## src/rtl/led_pkg.sv

```systemverilog
// Shared definitions for the LED frame path: frame geometry and arbiter state encoding.
package led_pkg;

  localparam int unsigned LED_BITS       = 24;
  localparam int unsigned LEDS_PER_FRAME = 4;
  localparam int unsigned FRAME_W        = LED_BITS * LEDS_PER_FRAME;

  typedef enum logic [1:0] {
    IDLE  = 2'd0,
    GRANT = 2'd1,
    SEND  = 2'd2,
    RET   = 2'd3
  } arb_state_e;

endpackage

```

## src/rtl/led_rr_pick.sv

```systemverilog
// Combinational round-robin selector: first asserted request at or after ptr, wrapping.
module led_rr_pick
  import led_pkg::*;
#(
  parameter int unsigned NUM_SRC = 4,
  parameter int unsigned IDX_W   = $clog2(NUM_SRC)
) (
  input  logic [NUM_SRC-1:0] req,
  input  logic [IDX_W-1:0]   ptr,
  output logic [IDX_W-1:0]   winner,
  output logic               found
);

  logic [IDX_W:0]   sum;
  logic [IDX_W-1:0] idx;

  // Walk offsets from the far end so the closest asserted request is written last.
  always_comb begin
    winner = '0;
    found  = 1'b0;
    sum    = '0;
    idx    = '0;
    for (int i = NUM_SRC - 1; i >= 0; i--) begin
      sum = {1'b0, ptr} + (IDX_W + 1)'(i);
      if (sum >= (IDX_W + 1)'(NUM_SRC)) begin
        sum = sum - (IDX_W + 1)'(NUM_SRC);
      end
      idx = sum[IDX_W-1:0];
      if (req[idx]) begin
        winner = idx;
        found  = 1'b1;
      end
    end
  end

endmodule

```

## src/rtl/led_frame_arbiter.sv

```systemverilog
// Round-robin owner of the single WS2812B output path; latches one frame per grant.
module led_frame_arbiter
  import led_pkg::*;
#(
  parameter int unsigned NUM_SRC   = 4,
  parameter int unsigned FRAME_W   = led_pkg::FRAME_W,
  parameter int unsigned FRAME_GAP = 1000000
) (
  input  logic                       clk,
  input  logic                       reset,
  input  logic [NUM_SRC-1:0]         req,
  input  logic [NUM_SRC*FRAME_W-1:0] frameData,
  input  logic                       sendDone,
  input  logic                       retDone,
  output logic [NUM_SRC-1:0]         grant,
  output logic [FRAME_W-1:0]         frameOut,
  output logic                       go,
  output logic [NUM_SRC-1:0]         ack,
  output logic                       busy
);

  localparam int unsigned IDX_W = $clog2(NUM_SRC);
  localparam int unsigned GAP_W = (FRAME_GAP > 0) ? $clog2(FRAME_GAP + 1) : 1;

  arb_state_e       state_q;
  logic [IDX_W-1:0] owner_q;
  logic [IDX_W-1:0] ptr_q;
  logic [GAP_W-1:0] gap_q;
  logic [IDX_W-1:0] winner;
  logic             found;

  led_rr_pick #(
    .NUM_SRC(NUM_SRC),
    .IDX_W  (IDX_W)
  ) u_pick (
    .req   (req),
    .ptr   (ptr_q),
    .winner(winner),
    .found (found)
  );

  always_ff @(posedge clk) begin
    if (reset) begin
      state_q  <= IDLE;
      owner_q  <= '0;
      ptr_q    <= '0;
      gap_q    <= '0;
      grant    <= '0;
      frameOut <= '0;
      go       <= 1'b0;
      ack      <= '0;
      busy     <= 1'b0;
    end else begin
      ack <= '0;
      if (gap_q != '0) begin
        gap_q <= gap_q - GAP_W'(1);
      end
      case (state_q)
        IDLE: begin
          if (found && (gap_q == '0) && retDone) begin
            owner_q <= winner;
            busy    <= 1'b1;
            state_q <= GRANT;
          end
        end
        GRANT: begin
          grant    <= NUM_SRC'(1) << owner_q;
          frameOut <= frameData[owner_q*FRAME_W +: FRAME_W];
          ptr_q    <= (owner_q == IDX_W'(NUM_SRC - 1)) ? '0 : owner_q + IDX_W'(1);
          go       <= 1'b1;
          state_q  <= SEND;
        end
        SEND: begin
          if (sendDone) begin
            go           <= 1'b0;
            ack[owner_q] <= 1'b1;
            // Loading here overrides the decrement so the gap starts at sendDone.
            gap_q        <= GAP_W'(FRAME_GAP);
            state_q      <= RET;
          end
        end
        RET: begin
          if (retDone) begin
            grant   <= '0;
            busy    <= 1'b0;
            state_q <= IDLE;
          end
        end
      endcase
    end
  end

endmodule

```

## config.mk

```make
export PLATFORM = sky130hd
export DESIGN_NAME = led_frame_arbiter
export DESIGN_NICKNAME = d
export VERILOG_FILES = /design/src/rtl/led_pkg.sv /design/src/rtl/led_rr_pick.sv /design/src/rtl/led_frame_arbiter.sv
export SDC_FILE = /design/constraint.sdc
export NUM_CORES = 1
export LEC_CHECK = 0
export ABC_AREA = 1
export BUFFER_PORTS_ARGS = -buffer_cell sky130_fd_sc_hd__buf_2
export CAP_MARGIN = 20
export CORE_AREA = 2 2 191 193
export DETAILED_ROUTE_END_ITERATION = 16
export DIE_AREA = 0 0 193 195
export GPL_TIMING_DRIVEN = 0
export REMOVE_ABC_BUFFERS = 1
export SKIP_CTS_REPAIR_TIMING = 1
export SLEW_MARGIN = 20
export SYNTH_ARGS = -nofsm -noshare
export SYNTH_HDL_FRONTEND = slang
export SYNTH_SLANG_ARGS = --single-unit
```

## constraint.sdc

```tcl
create_clock -name clk -period 5 [get_ports clk]
set_clock_uncertainty 0.2 [all_clocks]
set_input_delay 1 -clock clk [delete_from_list [all_inputs] [get_ports clk]]
set_output_delay 1 -clock clk [all_outputs]
set_load 0.01 [all_outputs]
```

==> impl_metrics.json <==
{
  "worstHoldStart": "busy",
  "postSynth.asyncResetShare": 0,
  "power_leakage_uw": 0.006409,
  "synth_area_per_cell_um2": 6.102,
  "largest_net_degree_at_the_start_of_global_routing": 110,
  "first_pass_grt_wire_length_um": 50050,
  "critical_path_buf_inv_count": 5,
  "cp_data_arrival_time_ps": 2650,
  "drc": 0,
  "worstSkewPairLatency_ps": 420,
  "synth_enable_flop_cells": 0,
  "cts_buffer_depth": 2,
  "drive_gt1_frac": 0.3117,
  "detail_route.wl_per_cell_um": 14.53,
  "vias": 10349,
  "worst_slew_pin_slew_ps": 552.0,
  "crit_path_cell_trace": "inv_1 -> ha_4 -> buf_16 -> clkinv_4 -> buf_16 -> o21ai_0 -> inv_1",
  "grt_setup_unrepaired": "false",
  "cell_family_with_the_largest_share_of_critical_path_delay": "buffers and inverters",
  "placeableCoreArea_um2": 35400,
  "worst_hold_slack_ps": 269.2,
  "clkSlewWorstSetupHoldPaths_ps": 70,
  "setup_violations": 0,
  "cts_inserted_buffers": 17,
  "number_of_buffers_added_on_ports": 497,
  "worst-endpoint-required_ps": 5120,
  "critical_path.startpoint_type": "flop",
  "finalHoldViolations": 0,
  "timing.critical_path.fanout_max": 62,
  "nNetsFinal": 2189,
  "initial_core_util": 0.2345,
  "route.detailed.vias_per_inst": 4.575,
  "rel_slew_slack": 0.6320,
  "postRouteWirelength_um": 32870,
  "die_height_um": 195,
  "timing.critical_path.slowest_cell_delay_ps": 480,
  "first_iter_violations": 526,
  "vias_in_the_first_global_route": 9546,
  "grt_antenna_before_repair": 2,
  "final_period_minus_worst_setup_slack_ps": 2535,
  "drv_cap": 0,
  "pin_count": 498,
  "power.density_nw_per_um2": 473.5,
  "globalRoute.totalOverflow": 0,
  "finalCoreUtilization": 0.3323,
  "cp_slowest_cell": "sky130_fd_sc_hd__ha_4",
  "post_synth_num_cell_types": 36,
  "synth_seq_area_share": 0.3184,
  "drt_pre_antenna_iters": 5,
  "clockRootBuffer": "sky130_fd_sc_hd__clkbuf_16",
  "synth-seq-cells": 132,
  "postSynthCellCount": 1360,
  "area.growth.synth_to_final_pct": 41.73,
  "final-instance-count-excl-fill": 2262,
  "critical_path_source": "state_q[1]",
  "ir_drop_uv": 227.4,
  "place.gp.congestion": 0.9338,
  "rows": 69,
  "hold_path_class": "reg -> reg",
  "tritoncts_clock_tree": "yes",
  "r2r-start": "state_q[1]",
  "die-width_um": 193,
  "synthesis.area_um2": 8299,
  "endpoint_kind": "flop",
  "grt.total_usage": 0.1677,
  "run_status": "finished clean",
  "ant_nets": 0,
  "cts_sink_cnt": 132,
  "post-place-cells": 2229,
  "achievable-frequency_mhz": 394.5,
  "critical_path_class": "reg -> reg",
  "cts_htree_levels": 4,
  "finalCritPeriodShare": 0.5069,
  "slew_viol_final": 0,
  "detailedPlacementHpwl_um": 25680,
  "postSynth.topFlopCell": "sky130_fd_sc_hd__dfxtp_1",
  "ys.warnings.count": 0,
  "report.power.total_uw": 5569,
  "setup.reg_to_reg.worst_slack_ps": 2470,
  "dieArea_um2": 37640
}
==> cells in the mapped netlist (2+ instances only) <==
cell / count / area share
sky130_fd_sc_hd__a211oi_1: 3 / 0.0027
sky130_fd_sc_hd__a21oi_1: 16 / 0.0096
sky130_fd_sc_hd__buf_2: 25 / 0.015
sky130_fd_sc_hd__buf_4: 4 / 0.0036
sky130_fd_sc_hd__buf_6: 9 / 0.012
sky130_fd_sc_hd__clkbuf_1: 58 / 0.026
sky130_fd_sc_hd__dfxtp_1: 132 / 0.32
sky130_fd_sc_hd__ha_1: 10 / 0.015
sky130_fd_sc_hd__inv_1: 144 / 0.065
sky130_fd_sc_hd__inv_2: 3 / 0.0014
sky130_fd_sc_hd__nand2_1: 73 / 0.033
sky130_fd_sc_hd__nand2_2: 3 / 0.0023
sky130_fd_sc_hd__nand3_1: 22 / 0.013
sky130_fd_sc_hd__nand3_4: 2 / 0.0042
sky130_fd_sc_hd__nand4_1: 4 / 0.0030
sky130_fd_sc_hd__nor2_1: 426 / 0.19
sky130_fd_sc_hd__nor2_2: 3 / 0.0023
sky130_fd_sc_hd__nor2_4: 3 / 0.0041
sky130_fd_sc_hd__nor3_1: 5 / 0.0030
sky130_fd_sc_hd__o21ai_0: 205 / 0.12
sky130_fd_sc_hd__o21ai_1: 87 / 0.052
sky130_fd_sc_hd__o22ai_1: 100 / 0.075
sky130_fd_sc_hd__or2_2: 2 / 0.0015
sky130_fd_sc_hd__xor2_1: 9 / 0.0095
==> where the power goes <==
part / total, uW / leakage, uW / switching (uW) / internal (uW)
Clock: 1350 / 0.000303 / 536 / 815
Combinational: 2530 / 0.00502 / 1560 / 964
Sequential: 1690 / 0.00108 / 247 / 1450
Total: 5570 / 0.00641 / 2340 / 3230
==> layout by cell type (no fill, tap or decap), drive strengths merged <==
cell type,Yosys,layout
or2,2,2
a21oi,17,17
nand4,4,4
nor4,1,1
nor3,5,5
inv,148,154
ha,10,10
clkinv,2,5
o21a,1,1
diode,0,1
buf,39,505
a31oi,1,1
o21ai,292,292
o22ai,100,100
xnor2,1,1
nor2,432,432
xor2,9,9
nand2,76,76
clkinvlp,0,2
a211oi,3,3
clkbuf,58,18
bufinv,0,3
nor3b,1,1
nand3,25,25
o31ai,1,1
dfxtp,132,132
==> logic make-up (layout without fill, tap and decap cells) <==
family / count (synthesis) / in the layout / share of synthesized area
XOR/XNOR: 10 / 10 / 0.01055
AO/OA/AOI/OAI: 415 / 415 / 0.2675
other: 0 / 1 / 0
buffers and inverters: 247 / 687 / 0.1263
AND/OR/NAND/NOR: 546 / 546 / 0.2622
adder cells (fa/ha/maj): 10 / 10 / 0.01508
flip-flops: 132 / 132 / 0.3184
==> worst paths after layout <==
check,end,depth (start not counted)
hold reg to reg,busy,2
hold / removal,busy,2
setup / recovery,frameOut[19],7
setup reg to reg,frameOut[19],7
==> registers in the layout, indices dropped and copies added, names as in the netlist <==
| register | cells |
|---|---|
| owner_q | 2 |
| grant | 4 |
| ack | 4 |
| go | 1 |
| state_q | 2 |
| busy | 1 |
| frameOut | 96 |
| gap_q | 20 |
| ptr_q | 2 |
==> per-stage QoR <==
stage               TNS [ps]  instance area (um^2)  setup slack (ps)
global route               0                 11760              2198
floorplan             -56030                  7821            -715.8
detailed placement         0                 11130              2130
finish                     0                 11760              2465
global placement     -371810                 10890             -3999
CTS                        0                 11760              2403
==> area by class of cell <==
class	count	area [um^2]
Fill cell	3918	23630
Sequential cell	132	2650
Antenna cell	1	2.502
Inverter	150	583.1
Clock inverter	14	191.4
Timing Repair Buffer	505	2699
Tap cell	461	576.8
Multi-Input combinational cell	981	4621
Clock buffer	18	439.2
==> layer usage <==
metal | share of wire | vias to the layer above | wire length (um) | GRT usage
met5 | 0 | - | 0 | 0
met3 | 0.063 | 42 | 2066 | 0.03595
li1 | - | 5286 | - | -
met4 | 0.022 | 0 | 734 | 0.05135
met2 | 0.49 | 392 | 16210 | 0.2939
met1 | 0.42 | 4629 | 13860 | 0.2033
==> worst min-delay path: stages (launching register included) <==
cell	delay, ps
sky130_fd_sc_hd__dfxtp_1	310
sky130_fd_sc_hd__nand2_1	60
sky130_fd_sc_hd__a21oi_1	50
(Power assumes the default switching activity.)
